File: config.mk
export PLATFORM = sky130hd
export DESIGN_NAME = mips_multicycle_control
export DESIGN_NICKNAME = d
export VERILOG_FILES = /design/src/rtl/mips_ctrl_pkg.sv /design/src/rtl/mips_ctrl_decode.sv /design/src/rtl/mips_multicycle_control.sv
export SDC_FILE = /design/constraint.sdc
export NUM_CORES = 1
export LEC_CHECK = 0
export ABC_AREA = 1
export BUFFER_PORTS_ARGS = -buffer_cell sky130_fd_sc_hd__clkbuf_2
export CORE_MARGIN = 2
export CORE_UTILIZATION = 38
export DETAILED_ROUTE_END_ITERATION = 16
export PLACE_DENSITY = 0.77
export SLEW_MARGIN = 40
export SYNTH_ARGS = -nofsm -noshare
export SYNTH_HDL_FRONTEND = slang
export SYNTH_SLANG_ARGS = --single-unit
File: constraint.sdc
create_clock -name clk -period 1 [get_ports clk]
set_input_delay 0.05 -clock clk [delete_from_list [all_inputs] [get_ports clk]]
set_output_delay 0.05 -clock clk [all_outputs]
set_load 0.01 [all_outputs]
File: src/rtl/mips_ctrl_pkg.sv
// Shared constants for the multicycle MIPS main control FSM.
// The ALUOp encodings are shared with the downstream ALU control decoder.
package mips_ctrl_pkg;

  typedef enum logic [3:0] {
    S_FETCH    = 4'd0,
    S_DECODE   = 4'd1,
    S_MEMADDR  = 4'd2,
    S_MEMREAD  = 4'd3,
    S_MEMWB    = 4'd4,
    S_MEMWRITE = 4'd5,
    S_EXECUTE  = 4'd6,
    S_RTYPEWB  = 4'd7,
    S_BRANCH   = 4'd8,
    S_JUMP     = 4'd9,
    S_ADDIEXEC = 4'd10,
    S_ADDIWB   = 4'd11
  } state_e;

  localparam logic [5:0] OP_RTYPE = 6'b000000;
  localparam logic [5:0] OP_LW    = 6'b100011;
  localparam logic [5:0] OP_SW    = 6'b101011;
  localparam logic [5:0] OP_BEQ   = 6'b000100;
  localparam logic [5:0] OP_J     = 6'b000010;
  localparam logic [5:0] OP_ADDI  = 6'b001000;

  localparam logic [1:0] ALUOP_ADD   = 2'b00;
  localparam logic [1:0] ALUOP_SUB   = 2'b01;
  localparam logic [1:0] ALUOP_FUNCT = 2'b10;

  localparam logic [1:0] PCSRC_ALU    = 2'b00;
  localparam logic [1:0] PCSRC_ALUOUT = 2'b01;
  localparam logic [1:0] PCSRC_JUMP   = 2'b10;

  localparam logic [1:0] SRCB_REG   = 2'b00;
  localparam logic [1:0] SRCB_FOUR  = 2'b01;
  localparam logic [1:0] SRCB_IMM   = 2'b10;
  localparam logic [1:0] SRCB_IMMSH = 2'b11;

  typedef struct packed {
    logic       pcWrite;
    logic       pcWriteCond;
    logic       iorD;
    logic       memRead;
    logic       memWrite;
    logic       memToReg;
    logic       irWrite;
    logic       regWrite;
    logic       regDst;
    logic       aluSrcA;
    logic [1:0] pcSource;
    logic [1:0] aluOp;
    logic [1:0] aluSrcB;
    logic       instrDone;
  } ctrl_t;

  function automatic logic isLegalOp(input logic [5:0] op);
    return (op == OP_RTYPE) || (op == OP_LW) || (op == OP_SW) ||
           (op == OP_BEQ) || (op == OP_J) || (op == OP_ADDI);
  endfunction

endpackage

File: src/rtl/mips_ctrl_decode.sv
// Pure state-to-control decode for the multicycle MIPS control FSM.
// Handshake qualification and reset masking are applied by the parent.
module mips_ctrl_decode
  import mips_ctrl_pkg::*;
(
  input  state_e state_i,
  output ctrl_t  ctrl_o
);

  // FETCH/MEMWRITE enables here are unconditional; the top qualifies them with mem_ready.
  always_comb begin
    ctrl_o = '0;
    case (state_i)
      S_FETCH: begin
        ctrl_o.memRead  = 1'b1;
        ctrl_o.aluSrcB  = SRCB_FOUR;
        ctrl_o.aluOp    = ALUOP_ADD;
        ctrl_o.pcSource = PCSRC_ALU;
        ctrl_o.irWrite  = 1'b1;
        ctrl_o.pcWrite  = 1'b1;
      end
      S_DECODE: begin
        ctrl_o.aluSrcB = SRCB_IMMSH;
        ctrl_o.aluOp   = ALUOP_ADD;
      end
      S_MEMADDR, S_ADDIEXEC: begin
        ctrl_o.aluSrcA = 1'b1;
        ctrl_o.aluSrcB = SRCB_IMM;
        ctrl_o.aluOp   = ALUOP_ADD;
      end
      S_MEMREAD: begin
        ctrl_o.memRead = 1'b1;
        ctrl_o.iorD    = 1'b1;
      end
      S_MEMWB: begin
        ctrl_o.regWrite  = 1'b1;
        ctrl_o.memToReg  = 1'b1;
        ctrl_o.instrDone = 1'b1;
      end
      S_MEMWRITE: begin
        ctrl_o.iorD      = 1'b1;
        ctrl_o.memWrite  = 1'b1;
        ctrl_o.instrDone = 1'b1;
      end
      S_EXECUTE: begin
        ctrl_o.aluSrcA = 1'b1;
        ctrl_o.aluSrcB = SRCB_REG;
        ctrl_o.aluOp   = ALUOP_FUNCT;
      end
      S_RTYPEWB: begin
        ctrl_o.regWrite  = 1'b1;
        ctrl_o.regDst    = 1'b1;
        ctrl_o.instrDone = 1'b1;
      end
      S_BRANCH: begin
        ctrl_o.aluSrcA     = 1'b1;
        ctrl_o.aluSrcB     = SRCB_REG;
        ctrl_o.aluOp       = ALUOP_SUB;
        ctrl_o.pcWriteCond = 1'b1;
        ctrl_o.pcSource    = PCSRC_ALUOUT;
        ctrl_o.instrDone   = 1'b1;
      end
      S_JUMP: begin
        ctrl_o.pcWrite   = 1'b1;
        ctrl_o.pcSource  = PCSRC_JUMP;
        ctrl_o.instrDone = 1'b1;
      end
      S_ADDIWB: begin
        ctrl_o.regWrite  = 1'b1;
        ctrl_o.instrDone = 1'b1;
      end
      default: ctrl_o = '0;
    endcase
  end

endmodule

File: src/rtl/mips_multicycle_control.sv
// Main control FSM for the multicycle MIPS datapath: state register, next-state
// logic, memory-ready stalling and reset masking of all write enables.
module mips_multicycle_control
  import mips_ctrl_pkg::*;
(
  input  logic       clk,
  input  logic       rst_n,
  input  logic [5:0] opcode,
  input  logic       mem_ready,
  output logic       pc_write,
  output logic       pc_write_cond,
  output logic       ior_d,
  output logic       mem_read,
  output logic       mem_write,
  output logic       mem_to_reg,
  output logic       ir_write,
  output logic       reg_write,
  output logic       reg_dst,
  output logic       alu_src_a,
  output logic [1:0] pc_source,
  output logic [1:0] alu_op,
  output logic [1:0] alu_src_b,
  output logic       instr_done,
  output logic       illegal_op,
  output logic [3:0] state
);

  state_e state_q, state_d;
  ctrl_t  dec;
  logic   memWait;

  always_comb begin
    state_d = S_FETCH;
    case (state_q)
      S_FETCH:    state_d = mem_ready ? S_DECODE : S_FETCH;
      S_DECODE: begin
        case (opcode)
          OP_LW, OP_SW: state_d = S_MEMADDR;
          OP_RTYPE:     state_d = S_EXECUTE;
          OP_BEQ:       state_d = S_BRANCH;
          OP_J:         state_d = S_JUMP;
          OP_ADDI:      state_d = S_ADDIEXEC;
          default:      state_d = S_FETCH;
        endcase
      end
      S_MEMADDR:  state_d = (opcode == OP_SW) ? S_MEMWRITE : S_MEMREAD;
      S_MEMREAD:  state_d = mem_ready ? S_MEMWB : S_MEMREAD;
      S_MEMWRITE: state_d = mem_ready ? S_FETCH : S_MEMWRITE;
      S_EXECUTE:  state_d = S_RTYPEWB;
      S_ADDIEXEC: state_d = S_ADDIWB;
      default:    state_d = S_FETCH;
    endcase
  end

  always_ff @(posedge clk or negedge rst_n) begin
    if (!rst_n) state_q <= S_FETCH;
    else        state_q <= state_d;
  end

  mips_ctrl_decode u_decode (
    .state_i (state_q),
    .ctrl_o  (dec)
  );

  // A pending memory access holds back every enable that would commit the access.
  assign memWait = !mem_ready &&
                   (state_q == S_FETCH || state_q == S_MEMREAD || state_q == S_MEMWRITE);

  assign pc_write      = rst_n & dec.pcWrite & ~memWait;
  assign pc_write_cond = rst_n & dec.pcWriteCond;
  assign ir_write      = rst_n & dec.irWrite & ~memWait;
  assign reg_write     = rst_n & dec.regWrite;
  assign mem_write     = rst_n & dec.memWrite;
  assign instr_done    = rst_n & dec.instrDone & ~memWait;
  assign illegal_op    = rst_n & (state_q == S_DECODE) & ~isLegalOp(opcode);

  assign ior_d      = dec.iorD;
  assign mem_read   = dec.memRead;
  assign mem_to_reg = dec.memToReg;
  assign reg_dst    = dec.regDst;
  assign alu_src_a  = dec.aluSrcA;
  assign pc_source  = dec.pcSource;
  assign alu_op     = dec.aluOp;
  assign alu_src_b  = dec.aluSrcB;
  assign state      = state_q;

endmodule

==> flow_metrics.py <==
metrics = {
    "critical_path": {
        "crit_chain": "inv_2 -> nor2_4 -> nand2_2 -> nand2_1 -> nand2_1 -> a21oi_2 -> clkbuf_2",
        "cp.required_ns": 0.95,
        "worst-path-max-fanout": 6,
        "timing.rr.start": "state[1]$_DFF_PN0_",
        "worst-r2r-cell-count": 9,
        "crit_path_start": "state[0]$_DFF_PN0_",
        "cpMostUsedCell": "nand2_1",
        "path_class": "reg -> out",
        "crit_arrival_ns": 1.36,
        "critPathMaxStageDelay_ns": 0.47,
        "worstSetupStartpointType": "flip-flop",
        "r2r_end": "state[3]$_DFF_PN0_",
        "slowest_stage": "dfrtp_2",
        "reg2reg_slack_ns": -0.37,
        "cp-end-kind": "output port",
    },
    "timing": {
        "finalCritPeriodShare_pct": 141,
        "final-setup-viol-count": 23,
        "rsz0062_at_grt": "yes",
        "slew_viol_final": 0,
        "hold_viol": 0,
        "min_period_ns": 1.41,
        "worstMarginPinSlew_ns": 0.253,
        "setup_slack_ns": -0.408,
        "max_slew_margin_pct": 83.1,
        "max_freq_mhz": 710,
        "finalClockSkew_ns": 0.00340,
    },
    "drt": {
        "wl_per_cell_um": 10.8,
        "first_pass_iters": 6,
        "finalWirelength_um": 1810,
        "dr.first_iter.drc_count": 17,
        "num_vias": 808,
        "viasPerCell": 4.81,
        "ant_nets": 0,
        "post-route-drc-count": 0,
    },
    "grt": {
        "grt_remaining_overflow": 0,
        "grt_pass1_vias": 643,
        "grt_max_degree": 8,
        "antenna_found_initial": 0,
        "gr-usage-all-layers_pct": 19.3,
        "grt_pass1_wl_um": 2660,
    },
    "outcome": {
        "status": "finished with violations",
        "violations": "negative setup slack",
    },
    "pwr": {
        "p_total_w": 0.00187,
        "p_leak_nw": 0.605,
        "powerDensity_nw_per_um2": 1910,
        "ir_drop_v": 0.00113,
    },
    "logic_synthesis": {
        "yosysMostFrequentCell": "nand2_1",
        "synth_edf_count": 0,
        "yosys_warnings": 0,
        "async_flop_share_pct": 100,
        "ys.flop_type": "dfrtp_1",
        "synth_top_area_share_pct": 21.1,
        "synth-seq-area-share_pct": 18.1,
        "synth.distinct_cells": 14,
        "synth_cells": 104,
        "synth_area_per_cell_sq_um": 5.31,
        "synth_commonest_cells": "31 x nand2_1, 25 x nor2_1, 17 x inv_1, 8 x nand3_1, 4 x dfrtp_1",
        "yosys-top-cells-area": "nand2_1 21%, dfrtp_1 18%, nor2_1 17%",
        "ys_ff_latch": 4,
        "synth_nets": 113,
        "synth_top_area_cell": "nand2_1",
        "netlist_area_sq_um": 552,
    },
    "clock_network": {
        "numClockSinks": 4,
        "cts_buffers": 3,
        "cts_root_buf": "clkbuf_4",
        "clk_latency_ns": 0.24,
        "h-tree-depth": 1,
        "clkTransAtPathRegs_ns": 0.04,
        "cts.path.max_buffers": 2,
        "cts_tree": "done",
    },
    "floorplanning": {
        "die_width_um": 42.1,
        "ios": 31,
        "floorplan.rows": 13,
        "initial_utilization_pct": 41.4,
        "dieArea_sq_um": 1770,
        "die_y_um": 42.1,
        "core_area_sq_um": 1330,
    },
    "final_layout": {
        "post_route_cells_drive_above_1_share_pct": 57.5,
        "largest_reg_flops": 4,
        "layout.nets": 164,
        "antenna_cells": 0,
        "stdcell_area_sq_um": 975,
        "syn2layout_area_growth_pct": 76.6,
        "fin_cells": 168,
    },
    "placement": {
        "post-place-cells": 158,
        "gp_congestion": 0.826,
        "dp_slack_ns": -0.148,
        "placed_area_sq_um": 826,
        "numPortBuffers": 30,
        "dpl.hpwl_um": 1290,
    },
    "hold_path": {
        "whs_endpoint": "state[3]$_DFF_PN0_",
        "hold_path.class": "in -> reg",
        "hp-start": "opcode[3]",
        "hold_depth": 6,
    },
    "run": {
        "drv_cap": 0,
    },
}
## worst max-delay path: cells and delay by family (launching register included)
family	cells	cell delay (ns)
compound gates	1	0.09
flops	1	0.47
simple gates	4	0.36
buf+inv	2	0.21
## timing repair
| item | 4_1_cts | 5_1_grt |
|---|---|---|
| setup endpoints to repair | 23 | 23 |
| setup buffers | 3 | 3 |
| gates cloned | 0 | 0 |
| pin swaps | 5 | 8 |
| hold buffers | 1 | 0 |
| hold endpoints to repair | 4 | 0 |
| gates resized for setup | 12 | 20 |
## how the worst max path moves through the flow
stage | to | slack (ns) | depth (start not counted)
finish | pc_write | -0.41 | 7
global route | pc_write | -0.51 | 7
CTS | reg_write | -0.40 | 7
detailed placement | pc_write | -0.15 | 6
global placement | pc_write | -0.12 | 7
floorplan | pc_write | -0.04 | 5
## area by class of cell
cell class | instances | area (sq um)
multi-input combinational | 81 | 460
fill | 124 | 359
timing repair buffer | 46 | 297
sequential | 4 | 105
inverter | 19 | 71.3
clock buffer | 3 | 22.5
tap | 15 | 18.8
## power breakdown
part / internal, W / switching [W]
sequential: 0.000209 / 0.000111
clock: 0.000134 / 0.0000675
combinational: 0.000634 / 0.000710
## routing by layer
layer | GRT usage, % | share of wire, % | up-vias
li1 | - | - | 414
met1 | 23.8 | 42 | 365
met2 | 32.8 | 52 | 27
met3 | 2.59 | 4.6 | 2
met4 | 9.38 | 1.1 | 0
met5 | 0 | 0 | -
## cell families (layout without fill, tap and decap cells)
logic type,Yosys count,in the layout,share of synthesized area (%)
simple gates,77,77,63.3
compound gates,4,4,5.67
buf+inv,19,68,12.9
flops,4,4,18.1
## through the flow
step	setup TNS (ns)	util, %	hold WS (ns)
4_1_cts	-6.40	68.8	0.238
3_3_place_gp	-1.26	61.9	-0.0241
5_1_grt	-8.64	73.1	0.291
6_report	-7.18	73.1	0.253
3_5_place_dp	-1.57	61.9	-0.0233
2_1_floorplan	-0.142	-	-0.246
## cells in the final DEF (no fill, tap or decap), drive strengths merged
master,count
clkbuf,22
nand2,34
dlygate4sd3,1
dfrtp,4
nand3,9
buf,26
nand4,3
nor2,30
inv,19
a21oi,4
nor3,1
Note: power is estimated with default switching activity, not from simulation.
